[config.mk]
export PLATFORM = sky130hd
export DESIGN_NAME = arb_fsm_param
export DESIGN_NICKNAME = d
export VERILOG_FILES = /design/src/rtl/arb_pkg.sv /design/src/rtl/arb_pick.sv /design/src/rtl/arb_fsm_param.sv
export SDC_FILE = /design/constraint.sdc
export NUM_CORES = 1
export LEC_CHECK = 0
export BUFFER_PORTS_ARGS = -buffer_cell sky130_fd_sc_hd__buf_4
export CORE_ASPECT_RATIO = 1.4
export CORE_UTILIZATION = 50
export DETAILED_ROUTE_END_ITERATION = 7
export GPL_TIMING_DRIVEN = 0
export HOLD_SLACK_MARGIN = 0.05
export PLACE_DENSITY = 0.78
export RECOVER_POWER = 100
export SETUP_SLACK_MARGIN = 0.2
export SLEW_MARGIN = 15
export SYNTH_ARGS = -nofsm -noshare
export SYNTH_HDL_FRONTEND = slang
export SYNTH_SLANG_ARGS = --single-unit
[constraint.sdc]
create_clock -name clock -period 2.7 [get_ports clock]
set_input_delay 0.27 -clock clock [delete_from_list [all_inputs] [get_ports clock]]
set_output_delay 0.27 -clock clock [all_outputs]
set_load 0.05 [all_outputs]
[src/rtl/arb_pkg.sv]
// Shared types and constants for the parametrised grant arbiter.
// Imported by arb_pick and arb_fsm_param.
package arb_pkg;

  // Two-bit encoding leaves spare codes; any of them falls back to IDLE.
  typedef enum logic [1:0] {
    IDLE  = 2'b00,
    GRANT = 2'b01
  } arb_state_t;

  localparam logic ARB_FIXED = 1'b0;
  localparam logic ARB_RR    = 1'b1;

endpackage

[src/rtl/arb_pick.sv]
// Combinational winner selection over a candidate mask.
// Supports fixed priority (lowest index wins) and rotating priority starting at ptr.
module arb_pick
  import arb_pkg::*;
#(
  parameter  int unsigned NUM_REQ = 4,
  localparam int unsigned ID_W    = $clog2(NUM_REQ)
) (
  input  logic [NUM_REQ-1:0] mask,
  input  logic [ID_W-1:0]    ptr,
  input  logic               mode,
  output logic [ID_W-1:0]    win_id,
  output logic               found
);

  logic            lo_found;
  logic            hi_found;
  logic [ID_W-1:0] lo_idx;
  logic [ID_W-1:0] hi_idx;

  // The rotating search is split into two scans: the first set bit at or above
  // ptr, otherwise the lowest set bit overall (the wrapped part).
  always_comb begin
    lo_found = 1'b0;
    hi_found = 1'b0;
    lo_idx   = '0;
    hi_idx   = '0;
    for (int unsigned i = 0; i < NUM_REQ; i++) begin
      if (mask[i] && !lo_found) begin
        lo_found = 1'b1;
        lo_idx   = ID_W'(i);
      end
      if (mask[i] && !hi_found && (ID_W'(i) >= ptr)) begin
        hi_found = 1'b1;
        hi_idx   = ID_W'(i);
      end
    end
  end

  always_comb begin
    found  = lo_found;
    win_id = lo_idx;
    if (mode == ARB_RR && hi_found) begin
      win_id = hi_idx;
    end
  end

endmodule

[src/rtl/arb_fsm_param.sv]
// N-agent grant arbiter: fixed or round-robin priority, optional back-to-back
// handover and a maximum-hold timer that preempts a hogging owner.
module arb_fsm_param
  import arb_pkg::*;
#(
  parameter  int unsigned NUM_REQ   = 4,
  parameter  int unsigned RR_MODE   = 1,
  parameter  int unsigned BACK2BACK = 1,
  parameter  int unsigned MAX_HOLD  = 16,
  localparam int unsigned ID_W      = $clog2(NUM_REQ)
) (
  input  logic               clock,
  input  logic               reset,
  input  logic [NUM_REQ-1:0] req,
  output logic [NUM_REQ-1:0] gnt,
  output logic               gnt_valid,
  output logic [ID_W-1:0]    gnt_id,
  output logic               preempt
);

  localparam int unsigned     CNT_W     = (MAX_HOLD > 0) ? $clog2(MAX_HOLD + 1) : 1;
  localparam logic [CNT_W-1:0] HOLD_LAST = CNT_W'((MAX_HOLD > 0) ? (MAX_HOLD - 1) : 0);
  localparam logic [ID_W-1:0]  LAST_ID   = ID_W'(NUM_REQ - 1);
  localparam logic             PICK_MODE = (RR_MODE != 0) ? ARB_RR : ARB_FIXED;

  arb_state_t         state_q, state_d;
  logic [ID_W-1:0]    owner_q, owner_d;
  logic [ID_W-1:0]    rr_ptr_q, rr_ptr_d;
  logic [CNT_W-1:0]   hold_q, hold_d;
  logic [NUM_REQ-1:0] owner_mask;
  logic [NUM_REQ-1:0] others;
  logic [NUM_REQ-1:0] cand;
  logic [ID_W-1:0]    win_id;
  logic               win_found;
  logic               owner_req;
  logic               timeout;
  logic               new_grant;
  logic               preempt_d;

  assign owner_mask = NUM_REQ'(1) << owner_q;
  assign owner_req  = |(req & owner_mask);
  assign others     = req & ~owner_mask;
  // While granted, the owner is always excluded: on release its bit is already
  // clear, and on timeout it must not win again.
  assign cand       = (state_q == GRANT) ? others : req;
  assign timeout    = (MAX_HOLD != 0) && (hold_q == HOLD_LAST);

  arb_pick #(
    .NUM_REQ (NUM_REQ)
  ) u_pick (
    .mask   (cand),
    .ptr    (rr_ptr_q),
    .mode   (PICK_MODE),
    .win_id (win_id),
    .found  (win_found)
  );

  always_comb begin
    state_d   = state_q;
    owner_d   = owner_q;
    hold_d    = hold_q;
    rr_ptr_d  = rr_ptr_q;
    preempt_d = 1'b0;
    new_grant = 1'b0;
    case (state_q)
      IDLE: begin
        if (win_found) begin
          state_d   = GRANT;
          new_grant = 1'b1;
        end
      end
      GRANT: begin
        if (!owner_req) begin
          if ((BACK2BACK != 0) && win_found) begin
            new_grant = 1'b1;
          end else begin
            state_d = IDLE;
            hold_d  = '0;
          end
        end else if (timeout) begin
          if (win_found) begin
            new_grant = 1'b1;
            preempt_d = 1'b1;
          end
        end else if (MAX_HOLD != 0) begin
          hold_d = hold_q + CNT_W'(1);
        end
      end
      default: begin
        state_d = IDLE;
        owner_d = '0;
        hold_d  = '0;
      end
    endcase
    if (new_grant) begin
      owner_d  = win_id;
      hold_d   = '0;
      rr_ptr_d = (win_id == LAST_ID) ? '0 : win_id + ID_W'(1);
    end
  end

  always_ff @(posedge clock or negedge reset) begin
    if (!reset) begin
      state_q   <= IDLE;
      owner_q   <= '0;
      hold_q    <= '0;
      rr_ptr_q  <= '0;
      gnt       <= '0;
      gnt_valid <= 1'b0;
      gnt_id    <= '0;
      preempt   <= 1'b0;
    end else begin
      state_q   <= state_d;
      owner_q   <= owner_d;
      hold_q    <= hold_d;
      rr_ptr_q  <= rr_ptr_d;
      gnt       <= (state_d == GRANT) ? (NUM_REQ'(1) << owner_d) : '0;
      gnt_valid <= (state_d == GRANT);
      gnt_id    <= (state_d == GRANT) ? owner_d : '0;
      preempt   <= preempt_d;
    end
  end

endmodule

# Yosys cells after proc, flatten, opt, wreduce, memory -nomap -nowiden
# Cells that the tools add are included.
# classes
add_sub_neg	2
magnitude_cmp	4
n_eq_ne	7
shifts	2
n_mux	36
n_bitwise	3
n_reduce_logical	20
# op_table
operator	count
$mux W2	12
$mux W5	4
$mux W1	15
$logic_and A1 B1 Y1	10
$pmux W5 S2	1
$and A4 B4 Y4	2
$mux W4	2
$ne A4 B4 Y1 const B	2
$shl A1 B2 Y4 const A	2
$logic_not A1 Y1	6
$add A5 B1 Y5 const B	1
$eq A5 B4 Y1 const B	1
$eq A2 B1 Y1 const B	2
$ge A1 B2 Y1 const A	2
$ge A2 B2 Y1 const A	2
$not A4 Y4	1
$pmux W2 S2	1
$reduce_or A4 Y1	1
$reduce_and A3 Y1	1
$add A2 B1 Y2 const B	1
$eq A2 B2 Y1 const B	1
$logic_not A2 Y1	1
$ne A2 B2 Y1 const B	1
$pmux W1 S2	1
$reduce_or A2 Y1	1
# totals
register_bits	19
inputBits	6
out_inout_bits	8
wordCells	82

# Depth between registers and ports, before layout
# logic_depth
depth_word	22
ltp_mapped	10
ltp_nobuf	10

# Hierarchy
# From an unflattened synthesis, not the netlist that was laid out.
# hier_totals
cells_unflattened	110
hier_area_um2	1087.3
# modules_own_cells
mod	n_inst	cells_each	area_per_inst_um2	seq_area_each_um2
arb_fsm_param	1	87	963.4	475.5
arb_pick	1	23	123.9	0.0

# Least setup slack after synthesis
# OpenSTA, ideal clock, no wires.
# synth_timing
kind	flip-flop to flip-flop
start	register hold_q[0]
end	register gnt_id[0]
setup_time_ns	0.066
t_arrival_ns	2.204
slack_ns	0.430
path_stages_with_launch	11
n_path_buf	0
path_cell_list	dfrtp_1 > ha_1 > and3_1 > ha_1 > or2_2 > o22ai_1 > a21oi_1 > and2_4 > o32a_1 > clkinv_2 > and2_1
# synth_via
elab_chain_cells	6
# synth_lines
element	line	text
from (decl)	arb_fsm_param.sv:29	logic [CNT_W-1:0] hold_q, hold_d;
from (signal assigned)	arb_fsm_param.sv:115	hold_q <= hold_d;
$eq A5 B4 Y1	arb_fsm_param.sv:46	assign timeout = (MAX_HOLD != 0) && (hold_q == HOLD_LAST);
$mux W1	arb_fsm_param.sv:80	end else if (timeout) begin
$mux W1	arb_fsm_param.sv:73	if (!owner_req) begin
$pmux W1 S2	arb_fsm_param.sv:65	case (state_q)
$mux W2	arb_fsm_param.sv:95	if (new_grant) begin
via owner_d[0]	arb_fsm_param.sv:27	logic [ID_W-1:0] owner_q, owner_d;
$mux W2	arb_fsm_param.sv:119	gnt_id <= (state_d == GRANT) ? owner_d : '0;
to (signal assigned)	arb_fsm_param.sv:119	
to (decl)	arb_fsm_param.sv:17	output logic [ID_W-1:0] gnt_id,
# The timed path passes the listed nets, and every way through them passes these cells.
# A chain may end at the register's enable or synchronous reset.

# Final worst setup path
# Same ends and word-level chain as after synthesis.

==> impl_metrics.ini <==
[status]
status = finished clean

[global_routing]
first_global_vias = 742
grt_pass1_wl_um = 3229
overflow = 0
grt_max_degree = 20
antenna_found_initial = 0
grt_use_total = 0.2085

[timing]
finalCritPeriodShare = 0.9126
rsz0062_at_grt = no
post-route-worst-setup-slack_ns = 0.2358
maxSlewHeadroom = 0.3243
finalMaxSlewViolations = 0
timing.setup.tns_ns = 0
tightest_slew_ns = 1.014
setup-violations-final = 0
hold_violations = 0
clock_skew_ns = 0.006976
clock.fmax_mhz = 405.8
min_period_ns = 2.464

[synth]
yosys.area_share.xor_xnor = 0.008475
synth_edf_count = 0
synth-adder-area-share = 0.02421
yosysWarnings = 0
ys.flop_type = dfrtp_1
synth_compound_area_frac = 0.2409
synth_mux_area_frac = 0.04964
synth_top_family_by_area = compound AO/OA/AOI/OAI gates
yosysSeqAreaShare = 0.4600
yosysUniqueCellTypes = 42
syn_area_per_cell_um2 = 10.03
yosys.area_share.simple = 0.1840
synthesis.area_mm2 = 0.001033
async_flop_share = 1.000
synth_nets = 111
ys_seq_elements = 19
synthesis.instances = 103

[floorplan]
core_area_mm2 = 0.001949
die_h_um = 55.80
initial_core_util = 0.5302
rows = 19
io-pin-count = 14
die_x_um = 40.43
dieArea_mm2 = 0.002256

[worst_setup_path]
crit_type = flop to flop
arrival_ns = 2.72
critPathLaunchType = flop
cp_max_fo = 6
cp.required_ns = 2.96
end_kind = flop

[drt]
ant_nets = 0
wirelength_um = 2072
vias = 857
drt_iter0_drc = 16
vias_per_cell = 5.993
post-route-drc-count = 0
post_drt_wl_per_cell_um = 14.49
firstDrtPassIters = 4

[cells_and_area]
drive_above_1_share = 0.1639
postLayoutCellArea_mm2 = 0.001167
areaGrowthSynthToFinish_pct = 12.95
n_fill_cell = 185
antenna_cells = 0
postLayoutCoreUtil = 0.5988
fin_nets = 131

[placement]
portBuffers = 13
dp_hpwl_um = 1506
place.gp.congestion = 0.7744
place_area_mm2 = 0.001157
dp_slack_ns = 0.2700

[pwr]
finalPower_mw = 0.7978
power.density_mw_per_mm2 = 683.4
leakage_nw = 0.5086
vdd_ir_drop_max_uv = 476.4

[cts]
clock_path_buffers = 2
cts_sinks = 19
root_buffer = clkbuf_4
cts_htree_levels = 1
clk_pin_slew_ns = 0.11
cts_tree = done
clock_latency_ns = 0.31
cts_inserted_buffers = 3

[min_path]
min_path_type = flop to flop

[job]
maxCapViolations = 0
layer usage:
metal,routed length [um],global-route usage,share of wire
met1,881,0.2452,0.43
met2,1068,0.3424,0.52
met3,52,0.03600,0.025
met4,70,0.1000,0.034
met5,0,0,0
flip-flops by register name, indices dropped and copies added, names as in the netlist:
name / cells
hold_q: 5
gnt: 4
gnt_id: 2
owner_q: 2
rr_ptr_q: 2
state_q: 2
gnt_valid: 1
preempt: 1
layout by cell type, fill, tap and decap left out, types with 2 or more instances in the layout:
master	count
nor2b_1	4
clkbuf_4	3
clkinv_2	2
inv_1	4
nor2_1	8
a21oi_1	10
o22a_1	3
clkbuf_1	10
o21ai_0	6
o22ai_1	2
or2_2	2
buf_4	5
mux2i_1	4
nand2_1	7
o21a_1	2
dfrtp_1	19
area by class of cell:
class	instances	area, um2	share of cell area
multi-input combinational	77	528.0	0.4523
sequential	19	475.5	0.4073
timing repair buffer	15	81.33	0.06967
tap	21	26.28	0.02251
clock buffer	3	22.52	0.01929
inverter	5	20.02	0.01715
buffer	2	8.758	0.007503
clock inverter	1	5.005	0.004287
final timing paths:
kind / slack, ns / cells past startpoint / from / end
min reg2reg: 0.49 / 2 / hold_q[4] / hold_q[4]
min in group asynchronous: 0.64 / 2 / reset / gnt_valid
max: 0.24 / 10 / hold_q[0] / gnt_id[0]
min: 0.49 / 2 / hold_q[4] / hold_q[4]
max in group asynchronous: 1.45 / 2 / reset / state_q[1]
max reg2reg: 0.24 / 10 / hold_q[0] / gnt_id[0]
report_power, final:
group	switching (mW)	internal, mW
registers	0.0314	0.325
logic	0.190	0.104
clock network	0.0920	0.0554
per-stage QoR:
step,hold WS (ns),instances
floorplan,-0.02559,103
global placement,0.1485,137
detailed placement,0.1609,137
CTS,0.3649,142
global route,0.5610,143
finish,0.4933,143
synthesized netlist by cell type (all sizes together) (2+ instances only):
cell,count,area [um2]
dfrtp,19,475.5
a21oi,10,50.05
nor2,8,30.03
o21ai,8,43.79
nand2,7,26.28
inv,4,15.01
mux2i,4,40.04
nor2b,4,25.02
o22a,3,26.28
or2,3,18.77
a211oi,2,20.02
and2,2,15.02
buf,2,10.01
ha,2,25.02
o211ai,2,20.02
o21a,2,15.01
o22ai,2,12.51
what timing repair did:
action / CTS / global route
gates resized for setup: 0 / 2
hold buffers: 1 / 0
setup buffers: 0 / 1
endpoints found under the hold margin: 19 / 0
setup endpoints to repair: 0 / 4
worst max-delay path, stage by stage, from the launching register on:
cell and delay, ns:
dfrtp_1 0.42, ha_1 0.23, and3_1 0.19, ha_2 0.19
or2_2 0.28, o22ai_1 0.15, a21oi_1 0.13, and2_0 0.25
o32a_1 0.36, clkinv_2 0.09, and2_1 0.11
cell families (layout without fill, tap and decap cells):
kind of cell / after synthesis / count (layout)
and+or+nand+nor: 32 / 32
xor gates and xnor gates: 1 / 1
DFF: 19 / 19
muxes: 5 / 5
AOI/OAI and AO/OA: 36 / 36
buffers and inverters: 7 / 26
adders and majority gates: 2 / 2
other: 1 / 1
No activity file was read; power rests on OpenSTA's default activity.
